**config.mk**
```make
export PLATFORM = sky130hd
export DESIGN_NAME = playfield_scanner
export DESIGN_NICKNAME = d
export VERILOG_FILES = /design/src/rtl/playfield_scanner.sv
export SDC_FILE = /design/constraint.sdc
export NUM_CORES = 1
export LEC_CHECK = 0
export CELL_PAD_IN_SITES_DETAIL_PLACEMENT = 0
export CELL_PAD_IN_SITES_GLOBAL_PLACEMENT = 2
export CORE_ASPECT_RATIO = 0.9
export CORE_UTILIZATION = 35
export DETAILED_ROUTE_END_ITERATION = 16
export PLACE_DENSITY = 0.84
export SLEW_MARGIN = 20
export SYNTH_ARGS = -nofsm -noshare
export SYNTH_HDL_FRONTEND = slang
export SYNTH_SLANG_ARGS = --single-unit
```
**constraint.sdc**
```tcl
create_clock -name clk -period 11.6 [get_ports clk]
set_input_delay 3.48 -clock clk [delete_from_list [all_inputs] [get_ports clk]]
set_output_delay 3.48 -clock clk [all_outputs]
set_load 0.01 [all_outputs]
```
**src/rtl/playfield_scanner.sv**
```systemverilog
// playfield_scanner: raster position -> board cell / pixel-in-cell tracker,
// board RAM read and piece palette lookup, three registered stages deep.
// Optional build macro PLAYFIELD_GRID_EN: empty cells inside the field show
// a faint 12'h111 instead of black.
module playfield_scanner #(
    parameter int COLS   = 10,
    parameter int ROWS   = 15,
    parameter int CELL_W = 26,
    parameter int CELL_H = 32,
    parameter int X0     = 190,
    parameter int Y0     = 0
) (
    input  logic        clk,
    input  logic        rst,
    input  logic [9:0]  pix_x,
    input  logic [9:0]  pix_y,
    input  logic        pix_active,
    output logic        board_rd,
    output logic [7:0]  board_addr,
    input  logic [2:0]  board_data,
    output logic [5:0]  block_x,
    output logic [5:0]  block_y,
    output logic [11:0] in_color,
    output logic        in_field,
    output logic        out_active
);

    localparam logic [5:0] SUBX_LAST = 6'(CELL_W - 1);
    localparam logic [5:0] SUBY_LAST = 6'(CELL_H - 1);
    localparam logic [7:0] COL_LAST  = 8'(COLS - 1);
    localparam logic [7:0] ROW_LAST  = 8'(ROWS - 1);
    localparam logic [7:0] COLS_V    = 8'(COLS);
    localparam logic [9:0] X0_V      = 10'(X0);
    localparam logic [9:0] Y0_V      = 10'(Y0);

`ifdef PLAYFIELD_GRID_EN
    localparam logic [11:0] EMPTY_COLOR = 12'h111;
`else
    localparam logic [11:0] EMPTY_COLOR = 12'h000;
`endif

    // Position counters: _q is the position of the previous pixel, _d of the current one
    logic [5:0] sub_x_q, sub_x_d;
    logic [7:0] col_q, col_d;
    logic       in_x_q, in_x_d;
    logic [5:0] sub_y_q, sub_y_d;
    logic [7:0] row_q, row_d;
    logic       in_y_q, in_y_d;
    logic       active_q;

    logic       field_d;
    logic       fall_d;
    logic [7:0] addr_d;

    // Stage 1 and stage 2 carried values
    logic       rd_q;
    logic [7:0] addr_q;
    logic [5:0] s1_sub_x_q, s1_sub_y_q;
    logic       s1_active_q;
    logic [5:0] s2_sub_x_q, s2_sub_y_q;
    logic       s2_field_q, s2_active_q;

    // Output stage
    logic [5:0]  block_x_q, block_y_q;
    logic [11:0] color_q;
    logic        field_q, out_active_q;

    function automatic logic [11:0] palette(input logic [2:0] code);
        logic [11:0] c;
        c = EMPTY_COLOR;
        case (code)
            3'd1: c = 12'h0FF;
            3'd2: c = 12'hFF0;
            3'd3: c = 12'hA0F;
            3'd4: c = 12'h0F0;
            3'd5: c = 12'hF00;
            3'd6: c = 12'h00F;
            3'd7: c = 12'hF80;
            default: c = EMPTY_COLOR;
        endcase
        return c;
    endfunction

    // Horizontal position: load at the field's left edge, step on every active pixel
    always_comb begin
        sub_x_d = sub_x_q;
        col_d   = col_q;
        in_x_d  = in_x_q;
        if (pix_active && pix_x == X0_V) begin
            sub_x_d = 6'd0;
            col_d   = 8'd0;
            in_x_d  = 1'b1;
        end else if (pix_active && in_x_q) begin
            if (sub_x_q == SUBX_LAST) begin
                sub_x_d = 6'd0;
                if (col_q == COL_LAST) begin
                    col_d  = 8'd0;
                    in_x_d = 1'b0;
                end else begin
                    col_d = col_q + 8'd1;
                end
            end else begin
                sub_x_d = sub_x_q + 6'd1;
            end
        end
    end

    // Vertical position: load on the first pixel of line Y0, step on each end of line
    always_comb begin
        fall_d  = active_q & ~pix_active;
        sub_y_d = sub_y_q;
        row_d   = row_q;
        in_y_d  = in_y_q;
        if (pix_active && pix_y == Y0_V && pix_x == 10'd0) begin
            sub_y_d = 6'd0;
            row_d   = 8'd0;
            in_y_d  = 1'b1;
        end else if (fall_d && in_y_q) begin
            if (sub_y_q == SUBY_LAST) begin
                sub_y_d = 6'd0;
                if (row_q == ROW_LAST) begin
                    row_d  = 8'd0;
                    in_y_d = 1'b0;
                end else begin
                    row_d = row_q + 8'd1;
                end
            end else begin
                sub_y_d = sub_y_q + 6'd1;
            end
        end
    end

    // Field membership and cell address of the current pixel (address truncates to 8 bits)
    always_comb begin
        field_d = in_x_d & in_y_d & pix_active;
        addr_d  = row_d * COLS_V + col_d;
    end

    // Counters plus the three pipeline stages; everything outside the field is forced to 0
    always_ff @(posedge clk) begin
        if (rst) begin
            sub_x_q      <= '0;
            col_q        <= '0;
            in_x_q       <= 1'b0;
            sub_y_q      <= '0;
            row_q        <= '0;
            in_y_q       <= 1'b0;
            active_q     <= 1'b0;
            rd_q         <= 1'b0;
            addr_q       <= '0;
            s1_sub_x_q   <= '0;
            s1_sub_y_q   <= '0;
            s1_active_q  <= 1'b0;
            s2_sub_x_q   <= '0;
            s2_sub_y_q   <= '0;
            s2_field_q   <= 1'b0;
            s2_active_q  <= 1'b0;
            block_x_q    <= '0;
            block_y_q    <= '0;
            color_q      <= '0;
            field_q      <= 1'b0;
            out_active_q <= 1'b0;
        end else begin
            sub_x_q      <= sub_x_d;
            col_q        <= col_d;
            in_x_q       <= in_x_d;
            sub_y_q      <= sub_y_d;
            row_q        <= row_d;
            in_y_q       <= in_y_d;
            active_q     <= pix_active;

            rd_q         <= field_d;
            addr_q       <= field_d ? addr_d : 8'd0;
            s1_sub_x_q   <= field_d ? sub_x_d : 6'd0;
            s1_sub_y_q   <= field_d ? sub_y_d : 6'd0;
            s1_active_q  <= pix_active;

            s2_sub_x_q   <= s1_sub_x_q;
            s2_sub_y_q   <= s1_sub_y_q;
            s2_field_q   <= rd_q;
            s2_active_q  <= s1_active_q;

            block_x_q    <= s2_sub_x_q;
            block_y_q    <= s2_sub_y_q;
            color_q      <= s2_field_q ? palette(board_data) : 12'h000;
            field_q      <= s2_field_q;
            out_active_q <= s2_active_q;
        end
    end

    assign board_rd   = rd_q;
    assign board_addr = addr_q;
    assign block_x    = block_x_q;
    assign block_y    = block_y_q;
    assign in_color   = color_q;
    assign in_field   = field_q;
    assign out_active = out_active_q;

endmodule

```
==> results.tsv <==
metric	value	unit
status	finished, final reports clean	
first-pass GRT wire length	12300	um
Worst-Skew Late Latency	340	ps
most numerous cell in the Yosys netlist	dfxtp_1	
initial antenna violation count	0	
postcts setup bufs	0	
post-route ant nets	0	
Met1 Wirelength	3600	um
final cycle utilization of the critical path	60.2	%
cell taking the most area after synthesis	dfxtp_1	
starting DRC count in detailed routing	91	
share of flip-flops with an asynchronous set or reset	0	%
CTS tree	done	
Slew HR	40.9	%
LEAKAGE	1.76	nW
Final GP Congestion	0.797	
worst hold margin	433	ps
Top FF cell, synth	dfxtp_1	
share of the synthesized area in the top cell type	47.6	%
minimum clock period	6990	ps
Post-synth top cells	dfxtp_1 (85), nor2_1 (65), nor2b_1 (32)	
first-pass iteration count of the detailed router	4	
drt total wl	7390	um
Hold Fails Final Rpt	0	
starting density of the core	36.6	%
Max Fanout on Critical Path	14	
Syn Area/Cell	9.46	um2
CTS buffer count	9	
Sink Count	85	
CTS H-Tree Depth	3	
top sig layer	met4	
Mapped Nets	426	
hold crit path type	flip-flop to flip-flop	
distinct cell type count after synthesis	45	
wire length per cell	13.1	um
dpl hpwl	5420	um
Hold Buf Count CTS	0	
CP startpoint kind	input port	
Synth area leaders	dfxtp_1 (48%), ha_1 (7.0%), nor2_1 (6.8%)	
Final Setup Violations	0	
Clk pin slew, worst setup/hold paths	60	ps
clock root buffer	clkbuf_16	
# IOs	61	
drc violations	0	
DR vias	2671	
Resize count post-CTS	0	
sequential area share after synthesis	47.6	%
Yosys Warn Count	0	
Clock Tree Buf Depth	2	
Overflow after GRT	0	
Synth-to-Final Area Change	27.1	%
worst-margin pin slew	878	ps
Worst Path Arrival	7250	ps
critical path's most frequent cell	ha_1	
Core Area	9780	um2
# diodes	0	
fmax	143	MHz
max-cap check violation count	0	
routed wl met2	3350	um
nets	482	
layout cells sized above 1	6.83	%
Setup Skew	6.50	ps
vias in the first global route	2627	
die height	97.9	um
DIE AREA	10600	um2
largest stage delay on the critical path	560	ps
Power Dens Cells	130	nW/um2
delay-heaviest family, CP	simple AND/OR/NAND/NOR gates	
DR vias/cell	4.73	
Layout Cells excl Fill	565	
port bufs	60	
Slew Limit Fails	0	
Overall Power	0.000591	W
critical path type	input port to flip-flop	
setup TNS	0	ps
Syn Std Cell Area	3580	um2
Core Rows	34	
synthesized flop and latch total	85	
Bufs and invs on worst path	2	
VDD IR-drop max	0.0705	mV
largest net degree at the start of global routing	40	
Total GRT Usage	15.0	%
Post-synth EDFFs	0	
Synth Instances	378	
Critical Path RT	11860	ps
Die W	109	um
Inst Count DP	549	
crit-path cells	clkdlybuf4s50_1 > or4_4 > or2_4 > nor2_4 > nor2_1 > ha_1 > ha_1 > fa_1 > ha_1 > inv_1 > o21bai_1 > a21oi_1 > xnor2_2 > mux2i_1	
RSZ-0062 raised after global routing	no	
met3 routed WL	362	um
crit path max-delay cell type	or4_4	
Fill cells	946	
Crit. End Element	flip-flop	
[path summary, 6_finish.rpt]
kind                            startpoint                       end  slack [ps]  cells after the start
hold reg to reg   s2_sub_y_q[5]$_SDFF_PP0_     block_y[5]$_SDFF_PP0_         430                      1
hold / removal    s2_sub_y_q[5]$_SDFF_PP0_     block_y[5]$_SDFF_PP0_         430                      1
setup reg to reg     sub_x_q[0]$_SDFF_PP0_  board_addr[7]$_SDFF_PP0_        7680                     14
setup / recovery                  pix_x[0]  board_addr[7]$_SDFF_PP0_        4610                     14
[routing by layer]
layer  vias to the layer above  GRT usage [%]
met5                         -              0
met4                         0           4.47
met3                         7           5.01
met2                        63           23.7
met1                      1211           19.4
li1                       1390              -
[registers in the layout (all words and copies together) (netlist names), 6 cells and up]
name and count:
s2_sub_y_q 6, s1_sub_x_q 6, block_y 6, s2_sub_x_q 6, row_q 8, sub_y_q 6, sub_x_q 6, col_q 8
block_x 6, board_addr 8, s1_sub_y_q 6
[metrics by stage]
| stage | util, % | instance area, um2 | worst slack (ps) |
|---|---|---|---|
| 5_1_grt | 46.5 | 4550 | 4430 |
| 3_3_place_gp | 43.5 | 4260 | 4340 |
| 2_1_floorplan | - | 3580 | 4750 |
| 4_1_cts | 46.5 | 4550 | 4590 |
| 3_5_place_dp | 43.5 | 4260 | 4240 |
| 6_report | 46.5 | 4550 | 4610 |
[power by group]
group          switching [W]  leakage, nW  internal (W)
clock network       0.000126        0.142      0.000155
logic             0.00000812        0.934     0.0000100
registers        0.000000278        0.685      0.000292
[layout by cell type (no fill, tap or decap), types with 3 or more instances in the layout]
master and n:
nor2b_1 32, nor2_1 65, nor3_1 16, inv_1 10, nand3_1 7, nor4_1 9, xor2_1 8, clkdlybuf4s50_1 60
o21ai_0 7, mux2i_1 3, ha_1 20, xnor2_1 15, nand4_1 8, nand2b_1 5, a21o_1 5, nand2_1 16
a21oi_1 17, and2_1 3, dfxtp_1 85, nand4b_1 3, clkbuf_16 9
[logic make-up after synthesis]
| group | after synthesis | share of synthesized area (%) |
|---|---|---|
| buf+inv | 26 | 3.50 |
| mux | 3 | 0.839 |
| xor+xnor | 24 | 6.09 |
| fa+ha+maj | 22 | 8.11 |
| simple gates | 178 | 26.3 |
| compound gates | 40 | 7.63 |
| flops | 85 | 47.6 |
[area by class of cell]
class                      count  area, um2  share of cell area [%]
inverter                      10       37.5                   0.825
clock buffer                  10        239                    5.25
timing repair buffer          61        608                    13.4
multi-input combinational    267       1750                    38.5
tap                          126        158                    3.47
clock inverter                 6       53.8                    1.18
sequential                    85       1700                    37.4
No activity file was read; power rests on OpenSTA's default activity.
